$ cat src/rtl/player_ctrl_multi.sv
// Playback controller: transport state, track index, position, volume and repeat mode.
// Every output comes from a register. vol_out is the only combinational output, and it depends only on registers.
module player_ctrl_multi #(
  parameter int N_SONGS          = 4,
  parameter int TIME_W           = 10,
  parameter int SHORT_STEP       = 10,
  parameter int LONG_STEP        = 30,
  parameter int VOL_MAX          = 7,
  parameter int VOL_DEFAULT      = 3,
  parameter int PREV_RESTART_SEC = 3,
  localparam int SONG_W = (N_SONGS > 1) ? $clog2(N_SONGS) : 1,
  localparam int VOL_W  = (VOL_MAX > 0) ? $clog2(VOL_MAX + 1) : 1
) (
  input  logic              clk,
  input  logic              rst_n,
  input  logic              tick_1s,
  input  logic              play_pause,
  input  logic              next_song,
  input  logic              prev_song,
  input  logic              pass_10s,
  input  logic              back_10s,
  input  logic              pass_30s,
  input  logic              back_30s,
  input  logic              aumenta_volume,
  input  logic              diminui_volume,
  input  logic              mute_btn,
  input  logic              repeat_btn,
  input  logic [TIME_W-1:0] song_len,
  output logic [1:0]        state,
  output logic [SONG_W-1:0] song_idx,
  output logic [TIME_W-1:0] pos_sec,
  output logic [VOL_W-1:0]  vol_level,
  output logic [VOL_W-1:0]  vol_out,
  output logic              muted,
  output logic [1:0]        repeat_mode,
  output logic              track_end
);

  localparam int TW1 = TIME_W + 1;

  typedef enum logic [1:0] {
    ST_STOPPED = 2'd0,
    ST_PLAYING = 2'd1,
    ST_PAUSED  = 2'd2
  } state_t;

  localparam logic [1:0]        REP_OFF   = 2'd0;
  localparam logic [1:0]        REP_ALL   = 2'd1;
  localparam logic [1:0]        REP_ONE   = 2'd2;
  localparam logic [SONG_W-1:0] LAST_SONG = SONG_W'(N_SONGS - 1);
  localparam logic [TW1-1:0]    SHORT_W   = TW1'(SHORT_STEP);
  localparam logic [TW1-1:0]    LONG_W    = TW1'(LONG_STEP);
  localparam logic [TW1-1:0]    PREV_W    = TW1'(PREV_RESTART_SEC);
  localparam logic [VOL_W-1:0]  VOL_TOP   = VOL_W'(VOL_MAX);
  localparam logic [VOL_W-1:0]  VOL_DEF   = VOL_W'(VOL_DEFAULT);

  // Button bit order:
  //   0 play/pause, 1 next, 2 prev, 3 pass10, 4 back10, 5 pass30,
  //   6 back30, 7 vol up, 8 vol down, 9 mute, 10 repeat
  logic [10:0] btn, btn_q, press;
  assign btn = {repeat_btn, mute_btn, diminui_volume, aumenta_volume, back_30s,
                pass_30s, back_10s, pass_10s, prev_song, next_song, play_pause};
  assign press = btn & ~btn_q;

  state_t            state_q;
  logic [SONG_W-1:0] song_q;
  logic [TIME_W-1:0] pos_q;
  logic [VOL_W-1:0]  vol_q;
  logic              muted_q;
  logic [1:0]        rep_q;
  logic              te_q;

  logic [TW1-1:0] len_eff, last_pos, pos_ext, pos_inc, seek_pos;
  logic           seek_p;

  // A zero-length ROM entry is treated as a one-second track, so that last_pos never underflows.
  assign len_eff  = (song_len == '0) ? TW1'(1) : {1'b0, song_len};
  assign last_pos = len_eff - TW1'(1);
  assign pos_ext  = {1'b0, pos_q};
  assign pos_inc  = pos_ext + TW1'(1);

  function automatic logic [TW1-1:0] seek_fwd(input logic [TW1-1:0] p,
                                              input logic [TW1-1:0] step,
                                              input logic [TW1-1:0] lim);
    logic [TW1-1:0] s;
    s = p + step;
    return (s > lim) ? lim : s;
  endfunction

  function automatic logic [TW1-1:0] seek_back(input logic [TW1-1:0] p,
                                               input logic [TW1-1:0] step);
    return (p >= step) ? (p - step) : '0;
  endfunction

  always_comb begin
    seek_p   = 1'b1;
    seek_pos = pos_ext;
    if (press[5])      seek_pos = seek_fwd(pos_ext, LONG_W, last_pos);
    else if (press[6]) seek_pos = seek_back(pos_ext, LONG_W);
    else if (press[3]) seek_pos = seek_fwd(pos_ext, SHORT_W, last_pos);
    else if (press[4]) seek_pos = seek_back(pos_ext, SHORT_W);
    else               seek_p   = 1'b0;
  end

  always_ff @(posedge clk or negedge rst_n) begin
    if (!rst_n) begin
      btn_q   <= '0;
      state_q <= ST_STOPPED;
      song_q  <= '0;
      pos_q   <= '0;
      vol_q   <= VOL_DEF;
      muted_q <= 1'b0;
      rep_q   <= REP_OFF;
      te_q    <= 1'b0;
    end else begin
      btn_q <= btn;
      te_q  <= 1'b0;

      if (press[0]) begin
        case (state_q)
          ST_PLAYING: state_q <= ST_PAUSED;
          default:    state_q <= ST_PLAYING;
        endcase
      end

      // The track/seek group blocks the tick. An end-of-track stop assigns state_q later in this block, so it overrides play/pause.
      if (press[1]) begin
        song_q <= (song_q == LAST_SONG) ? '0 : song_q + SONG_W'(1);
        pos_q  <= '0;
      end else if (press[2]) begin
        pos_q <= '0;
        if (pos_ext < PREV_W)
          song_q <= (song_q == '0) ? LAST_SONG : song_q - SONG_W'(1);
      end else if (seek_p && state_q != ST_STOPPED) begin
        pos_q <= seek_pos[TIME_W-1:0];
      end else if (tick_1s && state_q == ST_PLAYING) begin
        if (pos_inc < len_eff) begin
          pos_q <= pos_inc[TIME_W-1:0];
        end else begin
          te_q  <= 1'b1;
          pos_q <= '0;
          if (rep_q != REP_ONE) begin
            if (song_q < LAST_SONG)   song_q  <= song_q + SONG_W'(1);
            else if (rep_q == REP_ALL) song_q <= '0;
            else                       state_q <= ST_STOPPED;
          end
        end
      end

      if (press[7]) begin
        if (vol_q != VOL_TOP) vol_q <= vol_q + VOL_W'(1);
      end else if (press[8]) begin
        if (vol_q != '0) vol_q <= vol_q - VOL_W'(1);
      end

      if (press[9]) muted_q <= ~muted_q;

      if (press[10]) begin
        case (rep_q)
          REP_OFF: rep_q <= REP_ALL;
          REP_ALL: rep_q <= REP_ONE;
          default: rep_q <= REP_OFF;
        endcase
      end
    end
  end

  assign state       = state_q;
  assign song_idx    = song_q;
  assign pos_sec     = pos_q;
  assign vol_level   = vol_q;
  assign vol_out     = muted_q ? '0 : vol_q;
  assign muted       = muted_q;
  assign repeat_mode = rep_q;
  assign track_end   = te_q;

endmodule
$ cat config.mk
export PLATFORM = sky130hd
export DESIGN_NAME = player_ctrl_multi
export DESIGN_NICKNAME = d
export VERILOG_FILES = /design/src/rtl/player_ctrl_multi.sv
export SDC_FILE = /design/constraint.sdc
export NUM_CORES = 1
export LEC_CHECK = 0
export CAP_MARGIN = 10
export CORE_MARGIN = 3
export CORE_UTILIZATION = 55
export DETAILED_ROUTE_END_ITERATION = 8
export PLACE_DENSITY = 0.84
export SYNTH_ARGS = -nofsm -noshare
export SYNTH_HDL_FRONTEND = slang
export SYNTH_SLANG_ARGS = --single-unit
$ cat constraint.sdc
create_clock -name clk -period 4.25 [get_ports clk]
set_clock_uncertainty 0.1 [all_clocks]
set_input_delay 0.85 -clock clk [delete_from_list [all_inputs] [get_ports clk]]
set_output_delay 0.85 -clock clk [all_outputs]
set_load 0.02 [all_outputs]
=== After elaboration in Yosys (flattened, before gate mapping) ===
Cells that the tools add are included.
W data, S select, Z words.

* Register bits: 32
* Input bits: 24

* Add/subtract/negate cells: 10
* $lt $le $gt $ge: 7
* Equality and inequality tests: 10
* Mux-type cells: 50
* Bitwise gates (word level): 3
* Reductions and logical operators: 16

{| class="wikitable"
|+ Operators by type and width
! kind !! number
|-
| $mux W10 || 14
|-
| $mux W2 || 21
|-
| $gt A11 B11 Y1 || 2
|-
| $mux W3 || 5
|-
| $add A10 B1 Y11 const B || 1
|-
| $add A10 B4 Y11 const B || 1
|-
| $add A10 B5 Y11 const B || 1
|-
| $and A11 B11 Y11 || 1
|-
| $lt A11 B10 Y1 || 1
|-
| $not A11 Y11 || 1
|-
| $sub A10 B1 Y11 const B || 1
|-
| $ge A10 B4 Y1 const B || 1
|-
| $ge A10 B5 Y1 const B || 1
|-
| $logic_not A10 Y1 || 1
|-
| $lt A10 B2 Y1 const B || 1
|-
| $sub A10 B4 Y10 const B || 1
|-
| $sub A10 B5 Y10 const B || 1
|-
| $mux W1 || 9
|-
| $ne A3 B3 Y1 const B || 3
|-
| $reduce_bool A3 Y1 || 3
|-
| $reduce_bool A4 Y1 || 2
|-
| $ne A7 B7 Y1 const B || 1
|-
| $reduce_and A6 Y1 || 1
|-
| $reduce_bool A2 Y1 || 3
|-
| 16 further kinds || 19
|}

=== Depth between registers and ports, before layout ===
* Depth in word-level cells: 11
* Gate-level depth with buffers: 18
* Mapped depth without buffers: 17

=== Worst setup path before layout ===
No wires, ideal clock.

* Path kind: input-to-reg
* From: input song_len[2]
* To: register pos_q[1] (netlist: pos_sec[1])
* Library setup time: 0.140 ns
* Arrival time: 4.409 ns
* Slack: -0.399 ns
* Cell stages on the path: 18
* Buffers on the path: 1
* Cell sequence: nor4_1 -> nand2_1 -> nor3_1 -> a21oi_1 -> ha_1 -> nand2_1 -> xnor2_1 -> ha_1 -> and3_1 -> a221oi_1 -> nand2_1 -> maj3_2 -> o21ai_2 -> a211oi_2 -> buf_6 -> mux2_4 -> o211ai_2 -> o31ai_1

* Longest elaborated chain between the ends: 11
* Elaborated cells between the ends (all ways): 16

{| class="wikitable"
|+ RTL lines
! item !! line !! RTL
|-
| from (decl) || 28 || <nowiki>input logic [TIME_W-1:0] song_len,</nowiki>
|-
| $logic_not A10 Y1 || 77 || <nowiki>assign len_eff = (song_len == '0) ? TW1'(1) : {1'b0, song_len};</nowiki>
|-
| $mux W10 * || 77 ||
|-
| $sub A10 B1 Y11 || 78 || <nowiki>assign last_pos = len_eff - TW1'(1);</nowiki>
|-
| $gt A11 B11 Y1 || 87 || <nowiki>return (s > lim) ? lim : s;</nowiki>
|-
| $mux W10 || 87 ||
|-
| $mux W10 || 100 || <nowiki>else if (press[3]) seek_pos = seek_fwd(pos_ext, SHORT_W, last_pos);</nowiki>
|-
| $mux W10 || 99 || <nowiki>else if (press[6]) seek_pos = seek_back(pos_ext, LONG_W);</nowiki>
|-
| $mux W10 || 98 || <nowiki>if (press[5]) seek_pos = seek_fwd(pos_ext, LONG_W, last_pos);</nowiki>
|-
| $mux W10 * || 134 || <nowiki>end else if (seek_p && state_q != ST_STOPPED) begin</nowiki>
|-
| $mux W10 * || 130 || <nowiki>end else if (press[2]) begin</nowiki>
|-
| $mux W10 * || 127 || <nowiki>if (press[1]) begin</nowiki>
|-
| to (signal assigned) || 135 || <nowiki>pos_q <= seek_pos[TIME_W-1:0];</nowiki>
|-
| to (signal assigned) || 138 || <nowiki>pos_q <= pos_inc[TIME_W-1:0];</nowiki>
|-
| to (decl) || 67 || <nowiki>logic [TIME_W-1:0] pos_q;</nowiki>
|}

Every way passes the cells marked *; elsewhere a longest branch is shown, timed or not. The select of a mux whose other input is x is not followed.
A chain may end at the register's enable or synchronous reset.

=== Worst setup path after layout ===
* From: input song_len[2]
* To: register pos_q[4] (netlist: pos_sec[4])

Same word-level chain as after synthesis.

==> qor.yml <==
status: "finished clean"
seq_power_share_pct: 16.8
rows: 29
arrival_ns: 4.29
netlist_top_cells_count: "nand2_1, nor2_1, a21oi_1"
grt_pass1_vias: 4036
stdcell_count: 669
drt-initial-drc-count: 442
worstPathRequired_ns: 4.36
final_area_um2: 5110
synth_area_leaders: "dfrtp_1, ha_1, xnor2_1"
avgViaCountPerCell: 6.23
r2r-start: "pos_sec[1]"
dpl.cell_count: 656
cts_sinks: 32
clk_pin_slew_ns: 0.07
dieArea_um2: 7890
vias: 4171
vdd_ir_drop_max_mv: 0.461
yosys.area_share.simple_pct: 24.2
coreArea_um2: 6490
grt_max_degree: 33
reg2reg_slack_ns: 0.27
place_area_um2: 4810
cts_tree: "built"
routedWlPerCell_um: 19.0
worst-path-max-fanout: 9
regToRegEndpoint: "pos_sec[4]"
fmax_mhz: 239
worst_slew_pin_slew_ns: 0.615
place_worst_setup_slack_ns: -0.543
antenna_found_initial: 0
pwr-share-comb_pct: 74.6
synthMostInstantiatedCell: "nand2_1"
grt-ovfl-total: 0
cts_max_path_buffers: 2
cts_buffers: 5
yosysWarnings: 0
synth_seq_cells: 32
root_buffer: "clkbuf_8"
drc: 0
synth-compound-area-share_pct: 21.8
timing.hold.ws_ns: 0.455
drive_above_1_share_pct: 21.3
pin_count: 48
async_flop_share_pct: 100
max_cap_viol_count: 0
detail-route-antenna-nets: 0
worstHoldEndpoint: "muted"
p_sw_share_pct: 49.7
leakage_uw: 0.00236
netlist_area_um2: 3770
avgSynthCellArea_um2: 7.76
ys_types: 69
crit_type: "input port to register"
yosysTopAreaCell: "dfrtp_1"
die_h_um: 88.8
area_growth_pct: 35.4
postSynthCellCount: 486
dr.pass1.iters: 7
hold_path.class: "register to register"
dp_hpwl_um: 9600
place_congestion: 1.03
fin_ws_ns: 0.0632
r2r_cells: 17
io_buffer_count: 47
grt_pass1_wl_um: 19800
syn_nets: 542
setup.worst_path.start_class: "input port"
p_per_area_nw_per_um2: 673
drt_wl_total_um: 12700
holdBufCountCts: 0
diodes: 0
end_kind: "register"
initial_core_util_pct: 58.1
synth_fa_ha_area_share_pct: 11.6
p_switching_uw: 1710
ys_seq_area_share_pct: 21.3
hp-start: "btn_q[9]"
synth_top_family_by_area: "simple AND/OR/NAND/NOR gates"
hold_depth: 2
synth-xor-area-share_pct: 10.8
clk_latency_ns: 0.29
p_int_uw: 1730
fp.dieW_um: 88.8
hold_viol: 0
synth_top_flop_cell: "dfrtp_1"
synth_edf_count: 0
maxSlewViolCount: 0
synth_top_area_share_pct: 19.9
cp_slowest_cell: "nor4_4"
power_frac_clock_pct: 8.5
grtUsageTotal_pct: 32.8
fin_crit_sh_pct: 98.5
finalSetupViolCount: 0
max-slew-margin-rel_pct: 59.0
period_needed_ns: 4.19
htree_num_levels: 2
path_cells: "buf_8 -> nor4_4 -> nand2_2 -> nor3_4 -> a21oi_4 -> ha_4 -> nand3_4 -> xnor2_4 -> ha_1 -> a21oi_1 -> o21ai_0 -> o21ai_0 -> and4b_1 -> o31ai_2 -> buf_6 -> buf_4 -> mux2i_1 -> o211ai_1 -> a21oi_1"
synth.area.mux_share_pct: 4.14
worst_path_largest_cell_delay_ns: 0.30
layout.nets: 647
-- power by group through the flow --
| stage | Sequential, uW | Combinational (uW) | Clock, uW |
|---|---|---|---|
| after global placement | 568 | 2350 | 0 |
| after global routing | 593 | 2780 | 310 |
| after detailed placement | 573 | 2400 | 0 |
| after floorplan | 595 | 1540 | 0 |
| final | 578 | 2560 | 293 |
| after CTS | 570 | 2440 | 295 |
-- cell usage in the layout (no fill, tap or decap), types with 7 or more instances in the layout --
cell / netlist / routed
and3_1: 8 / 7
nand2b_1: 10 / 10
a21oi_1: 34 / 33
buf_4: 2 / 69
nor2b_1: 12 / 12
a21o_1: 7 / 7
o21ai_0: 21 / 20
nor2_1: 42 / 42
xnor2_1: 32 / 29
nand3_1: 9 / 8
nand2_1: 44 / 42
inv_1: 33 / 32
mux2i_1: 13 / 12
xor2_1: 12 / 10
ha_1: 31 / 29
a31oi_1: 7 / 7
clkdlybuf4s50_1: 0 / 37
dfrtp_1: 30 / 29
nor3_1: 27 / 26
-- sequential cells by signal, indices dropped and copies added, names as in the netlist --
register,count
btn_q,11
pos_sec,10
vol_level,3
repeat_mode,2
song_idx,2
state,2
muted,1
track_end,1
-- layer usage --
layer | wire length, um | up-vias | track usage, %
met2 | 6180 | 224 | 55.8
li1 | - | 1945 | -
met5 | 0 | - | 0
met4 | 652 | 0 | 18.3
met3 | 803 | 54 | 4.38
met1 | 5050 | 1948 | 39.7
-- cells by family after synthesis --
group | count (synthesis)
xor gates and xnor gates | 45
DFF | 32
AOI/OAI and AO/OA | 121
muxes | 15
buffers and inverters | 55
and+or+nand+nor | 183
adders and majority gates | 35
-- worst max-delay path by stage --
| stage | start | end | slack (ns) | cells after the start |
|---|---|---|---|---|
| detailed placement | song_len[5] | pos_sec[6] | -0.54 | 19 |
| floorplan | song_len[5] | pos_sec[1] | -0.02 | 18 |
| CTS | song_len[7] | pos_sec[6] | 0.0006 | 19 |
| finish | song_len[2] | pos_sec[4] | 0.06 | 19 |
| global route | song_len[2] | pos_sec[3] | -0.09 | 19 |
| global placement | song_len[5] | pos_sec[6] | -0.49 | 19 |
-- stage by stage --
stage	power [uW]	utilization [%]	setup TNS, ns
5_1_grt	3680	78.7	-0.756
3_3_place_gp	2920	74.1	-4.40
3_5_place_dp	2980	74.1	-4.88
6_report	3440	78.7	0
4_1_cts	3300	76.4	0
2_1_floorplan	2140	-	-0.0217
-- critical path: cells and delay by family --
family                     cells  cell delay, ns
adders and majority gates      2            0.47
xor gates and xnor gates       1            0.14
buffers and inverters          3            0.44
muxes                          1            0.22
AOI/OAI and AO/OA              7            1.17
and+or+nand+nor                5            0.99
-- final cells by class --
class / count / area (um2)
well taps: 77 / 96.3
repair buffers: 120 / 1040
inverters: 33 / 124
clock inverters: 2 / 35.0
clock buffers: 6 / 72.6
fillers: 473 / 1390
flip-flops and latches: 32 / 805
multi-input cells: 399 / 2940
-- what timing repair did --
action                                 CTS  global route
setup endpoints to repair               10            11
endpoints found under the hold margin    0             0
gates resized for setup                  9            40
setup buffers                            2             3
pin swaps                                6            21
No activity file was read; power rests on OpenSTA's default activity.
==> edit 1: new RTL, same settings <==
Reset style: synchronous (`rst_n`), changed in one clocked block.
--- a/src/rtl/player_ctrl_multi.sv
+++ b/src/rtl/player_ctrl_multi.sv
@@ -102,7 +102,7 @@
     else               seek_p   = 1'b0;
   end
 
-  always_ff @(posedge clk or negedge rst_n) begin
+  always_ff @(posedge clk) begin
     if (!rst_n) begin
       btn_q   <= '0;
       state_q <= ST_STOPPED;
Function: differs if rst_n is asserted again (counterexample within 4 cycles, from zero or initial values and one cycle with rst_n low); with rst_n held inactive, the same outputs for 10 cycles.
==> edit 1 against the unedited design <==
  * The flow now finishes with violations (setup timing)
  * First-iteration DRC count increased by 52%
  * Routed wire length up 4.4%
  * Sequential share of layout area down 3.1 points
  * Setup slack worse by 290 ps
  * Final area shrank 0.76%
  * Area after synthesis is 2.0% lower
  * Core utilization is 0.28 points higher
  * Sequential cell count unchanged
  * Highest routed layer unchanged
Power is left out: it rests on default switching activity, and per cell area and clock period it moved more than threefold.
==> edit 1: results (changes against the unedited design) <==
| Metric | Value |
|---|---|
| Outcome | `complete, but fails checks` |
| Failing checks | `setup timing` |
| Min-delay worst type | `reg2reg` |
| Flop-to-flop setup slack | `210 ps (-60 ps)` |
| Fraction of the mapped netlist area in compound gates | `28.4% (+6.6 points)` |
| Cells after Synth | `489 (+0.62%)` |
| Detailed Route WL | `13.2 mm (+4.4%)` |
| Finish-stage setup viols | `10 (+10)` |
| Vias in the first global route | `4193 (+3.9%)` |
| Setup TNS | `-1600 ps (-1600 ps)` |
| Cells after DPL | `652 (-0.61%)` |
| Layout cells sized above 1 | `23.1% (+1.8 points)` |
| Synth cell count leaders | `nor2_1 (38), nand2_1 (37)` |
| Asr flop ratio synth | `0% (-100 points)` |
| Mux share of post-synthesis cell area | `1.69% (-2.5 points)` |
| Register area share after synthesis | `17.3% (-4.0 points)` |
| Dpl hpwl | `9.43 mm (-1.8%)` |
| R2r startpoint | `pos_sec[1]` |
| Synth unique cells | `76 (+10%)` |
| Layout Nets | `647 (unchanged)` |
| Highest metal used | `met4` |
| H-tree Lvls | `2 (unchanged)` |
| CP startpoint | `song_len[4]` |
| Met1 Track Usage GR | `43.6% (+4.0 points)` |
| Clk_lat worst skew | `290 ps (about the same)` |
| Final worst slack | `-230 ps (-293 ps)` |
| Adder-Cell Fraction of Synth Area | `12.2% (+0.57 points)` |
| Placement Cell Area | `4720 sq um (-2.0%)` |
| First-pass GRT wire length | `20.4 mm (+3.0%)` |
| WL met3 | `1.49 mm (+86%)` |
| DRT met1 WL | `5.09 mm (+0.71%)` |
| WL met2 | `6.00 mm (-2.9%)` |
| Final hold slack | `431 ps (-23.6 ps)` |
| GPL Wtd Cong | `0.996 (-3.2%)` |
| Hold EP | `song_idx[1]` |
| Met3 Use GR | `8.56% (+4.2 points)` |
| Largest cells by area after synthesis | `dfxtp_1 (17%), ha_1 (11%), a21oi_1 (4.3%)` |
| Worst path arrival time | `4540 ps (+250 ps)` |
| Number of DRC markers in iteration 0 | `672 (+52%)` |
| Place WS | `-985 ps (-442 ps)` |
| Worst hold start | `song_idx[1]` |
| Vias/cell | `6.70 (+7.4%)` |
| Net Count, Synth | `546 (+0.74%)` |
| Largest net degree at the start of global routing | `23 (-30%)` |
| Xor-xnor portion of the synthesized cell area | `8.08% (-2.7 points)` |
| Vias | `4468 (+7.1%)` |
| Crit Path Max Fanout | `7 (-2)` |
| Worst-Margin Slew | `837 ps (+222 ps)` |
| GRT Total Usage | `33.6% (+0.82 points)` |
| Slowest cell on the critical path | `maj3_2` |
| Clock slew at reported path FFs | `70 ps (about the same)` |
| Initial antenna violation count | `0 (unchanged)` |
| Global routing usage on met2 | `54.0% (-1.8 points)` |
| Worst R2R Path Depth | `14 (-3)` |
| CP endpoint | `pos_sec[5]` |
| Crit-path max cell delay | `360 ps (+60 ps)` |
[edit 1: changes by cell type in the layout (fill, tap and decap cells not counted), sizes merged, moves of 10 or more]
cell and change:
and2 +13, xnor2 -17, dfrtp -30, o21ai +10, dfxtp +32
[edit 1: what timing repair did]
item	4_1_cts	5_1_grt
resized for setup	35	21
hold buffers	0	0
cloned	0	0
buffers inserted	7	2
pin swaps	30	17
setup endpoints to repair	10	10
[edit 1: area by class of cell]
type	instances	area (sq um)
Sequential cell	32	641
Clock buffer	6	72.6
Inverter	32	120
Multi-Input combinational cell	402	3110
Timing Repair Buffer	117	1030
Tap cell	77	96.3
Fill cell	445	1350
Clock inverter	1	5.00
[edit 1: worst max-delay path: cells and delay by family]
kind | cells | cell delay (ps)
simple gates | 7 | 1450
compound gates | 6 | 1060
fa+ha+maj | 3 | 810
buf+inv | 2 | 230
xor+xnor | 1 | 150
==> edit 2: new RTL, config.mk and constraints unchanged <==
Made on the original files. Set the parameter `TIME_W` to 14 (it was 10).
--- a/src/rtl/player_ctrl_multi.sv
+++ b/src/rtl/player_ctrl_multi.sv
@@ -2,7 +2,7 @@
 // Every output comes from a register. vol_out is the only combinational output, and it depends only on registers.
 module player_ctrl_multi #(
   parameter int N_SONGS          = 4,
-  parameter int TIME_W           = 10,
+  parameter int TIME_W           = 14,
   parameter int SHORT_STEP       = 10,
   parameter int LONG_STEP        = 30,
   parameter int VOL_MAX          = 7,
Interface: changed (resized pos_sec and song_len); port bits go from 48 to 56. The function was not compared with the original's and may differ.
==> edit 2 against the unedited design <==
  * The run now ends with setup timing left
  * Routed wire length is 46% higher
  * Area after synthesis is 28% higher
  * Critical endpoint is now pos_sec[1]
  * Combinational power is 25% higher
  * Total power rose by 20%
  * Final area up 34%
  * Critical path type unchanged
  * Sequential cell count up 4
  * Sequential share of layout area is 2.6 points lower
  * Largest power group unchanged
  * Hold slack got worse by 34 ps
  * Setup slack lost 450 ps
  * Largest cell class unchanged
  * Non-clock buffer count increased by 67
==> edit 2: results (changes against the unedited design) <==
| Metric | Value |
|---|---|
| Outcome | `complete, but fails checks` |
| Failing checks | `setup timing` |
| Drt first pass iters | `5 (-2)` |
| Finish-stage setup viols | `14 (+14)` |
| Synth-to-Final Area Change | `41.6%` |
| CP startpoint | `song_len[9]` |
| PostCTS Resize Cnt | `89 (+80)` |
| Vias | `5735 (+37%)` |
| Total power | `4140 uW (+20%)` |
| Pleak | `0.00311 uW (+32%)` |
| Global routing usage on met2 | `61.1% (+5.3 points)` |
| NetSw | `2080 uW (+22%)` |
| Setup TNS | `-4420 ps (-4420 ps)` |
| Vias in the first global route | `5779 (+43%)` |
| Place WS | `-1130 ps (-586 ps)` |
| WL met2 | `8.72 mm (+41%)` |
| Dpl hpwl | `13.8 mm (+44%)` |
| CP endpoint | `pos_sec[1]` |
| Register area share after synthesis | `18.7% (-2.6 points)` |
| GRT Total Usage | `36.9% (+4.1 points)` |
| Routed wire per std cell | `20.6 um (+8.6%)` |
| Largest net degree at the start of global routing | `37 (+12%)` |
| I/O Buffers | `55 (+17%)` |
| WL met3 | `1.46 mm (+82%)` |
| Hold EP | `muted` |
| Power of the combinational group | `3200 uW (+25%)` |
| GPL Wtd Cong | `1.01 (-2.0%)` |
| Largest cells by area after synthesis | `dfrtp_1 (18%), ha_1 (12%), xnor2_1 (6.5%)` |
| First-pass GRT wire length | `29.4 mm (+48%)` |
| Worst r2r dst | `pos_sec[9]` |
| Final worst slack | `-388 ps (-451 ps)` |
| Crit Path Max Fanout | `6 (-3)` |
| Placement Cell Area | `6330 sq um (+32%)` |
| Layout Nets | `866 (+34%)` |
| Sequential power share | `15.3% (-1.5 points)` |
| Final hold slack | `420 ps (-34.3 ps)` |
| Met1 Track Usage GR | `46.2% (+6.5 points)` |
| Maximum vdd drop | `0.526 mV (+14%)` |
| Number of DRC markers in iteration 0 | `550 (+24%)` |
| Met3 Use GR | `6.12% (+1.7 points)` |
| Worst path arrival time | `4760 ps (+470 ps)` |
| Net Count, Synth | `705 (+30%)` |
| Synth unique cells | `75 (+8.7%)` |
| Post-CTS Setup Inserts | `10 (+8)` |
| Flop-to-flop setup slack | `-60 ps (-330 ps)` |
| DRT met1 WL | `7.25 mm (+44%)` |
| Layout cells sized above 1 | `28.1% (+6.8 points)` |
| Max transition margin | `45.5% (-14 points)` |
| Vias/cell | `6.39 (+2.4%)` |
## edit 2: kinds of logic after synthesis
logic type / count (synthesis) / share of synthesized area (%)
xor gates and xnor gates: 62 / 11.2
DFF: 36 / 18.7
muxes: 11 / 2.45
and+or+nand+nor: 238 / 25.0
buffers and inverters: 67 / 5.76
adders and majority gates: 49 / 12.7
AOI/OAI and AO/OA: 168 / 24.2
## edit 2: cell type report
type	instances	share of cell area (%)
flip-flops and latches	36	13.2
clock buffers	5	1.00
well taps	105	1.92
multi-input cells	528	58.9
repair buffers	187	22.5
clock inverters	3	0.620
inverters	34	1.86
## edit 2: worst max-delay path: stages
cell       delay, ps
buf_6             90
or4_4            550
nor2_4           160
a21oi_4           80
ha_4             170
nand4_1          120
or3_4            200
nor3_4            60
xnor2_2          220
ha_1             300
nand4_1          190
a21oi_2           50
a221o_1          340
maj3_2           340
o211ai_1         200
buf_4            210
a2bb2oi_2        170
mux2_4           320
o22ai_2          140
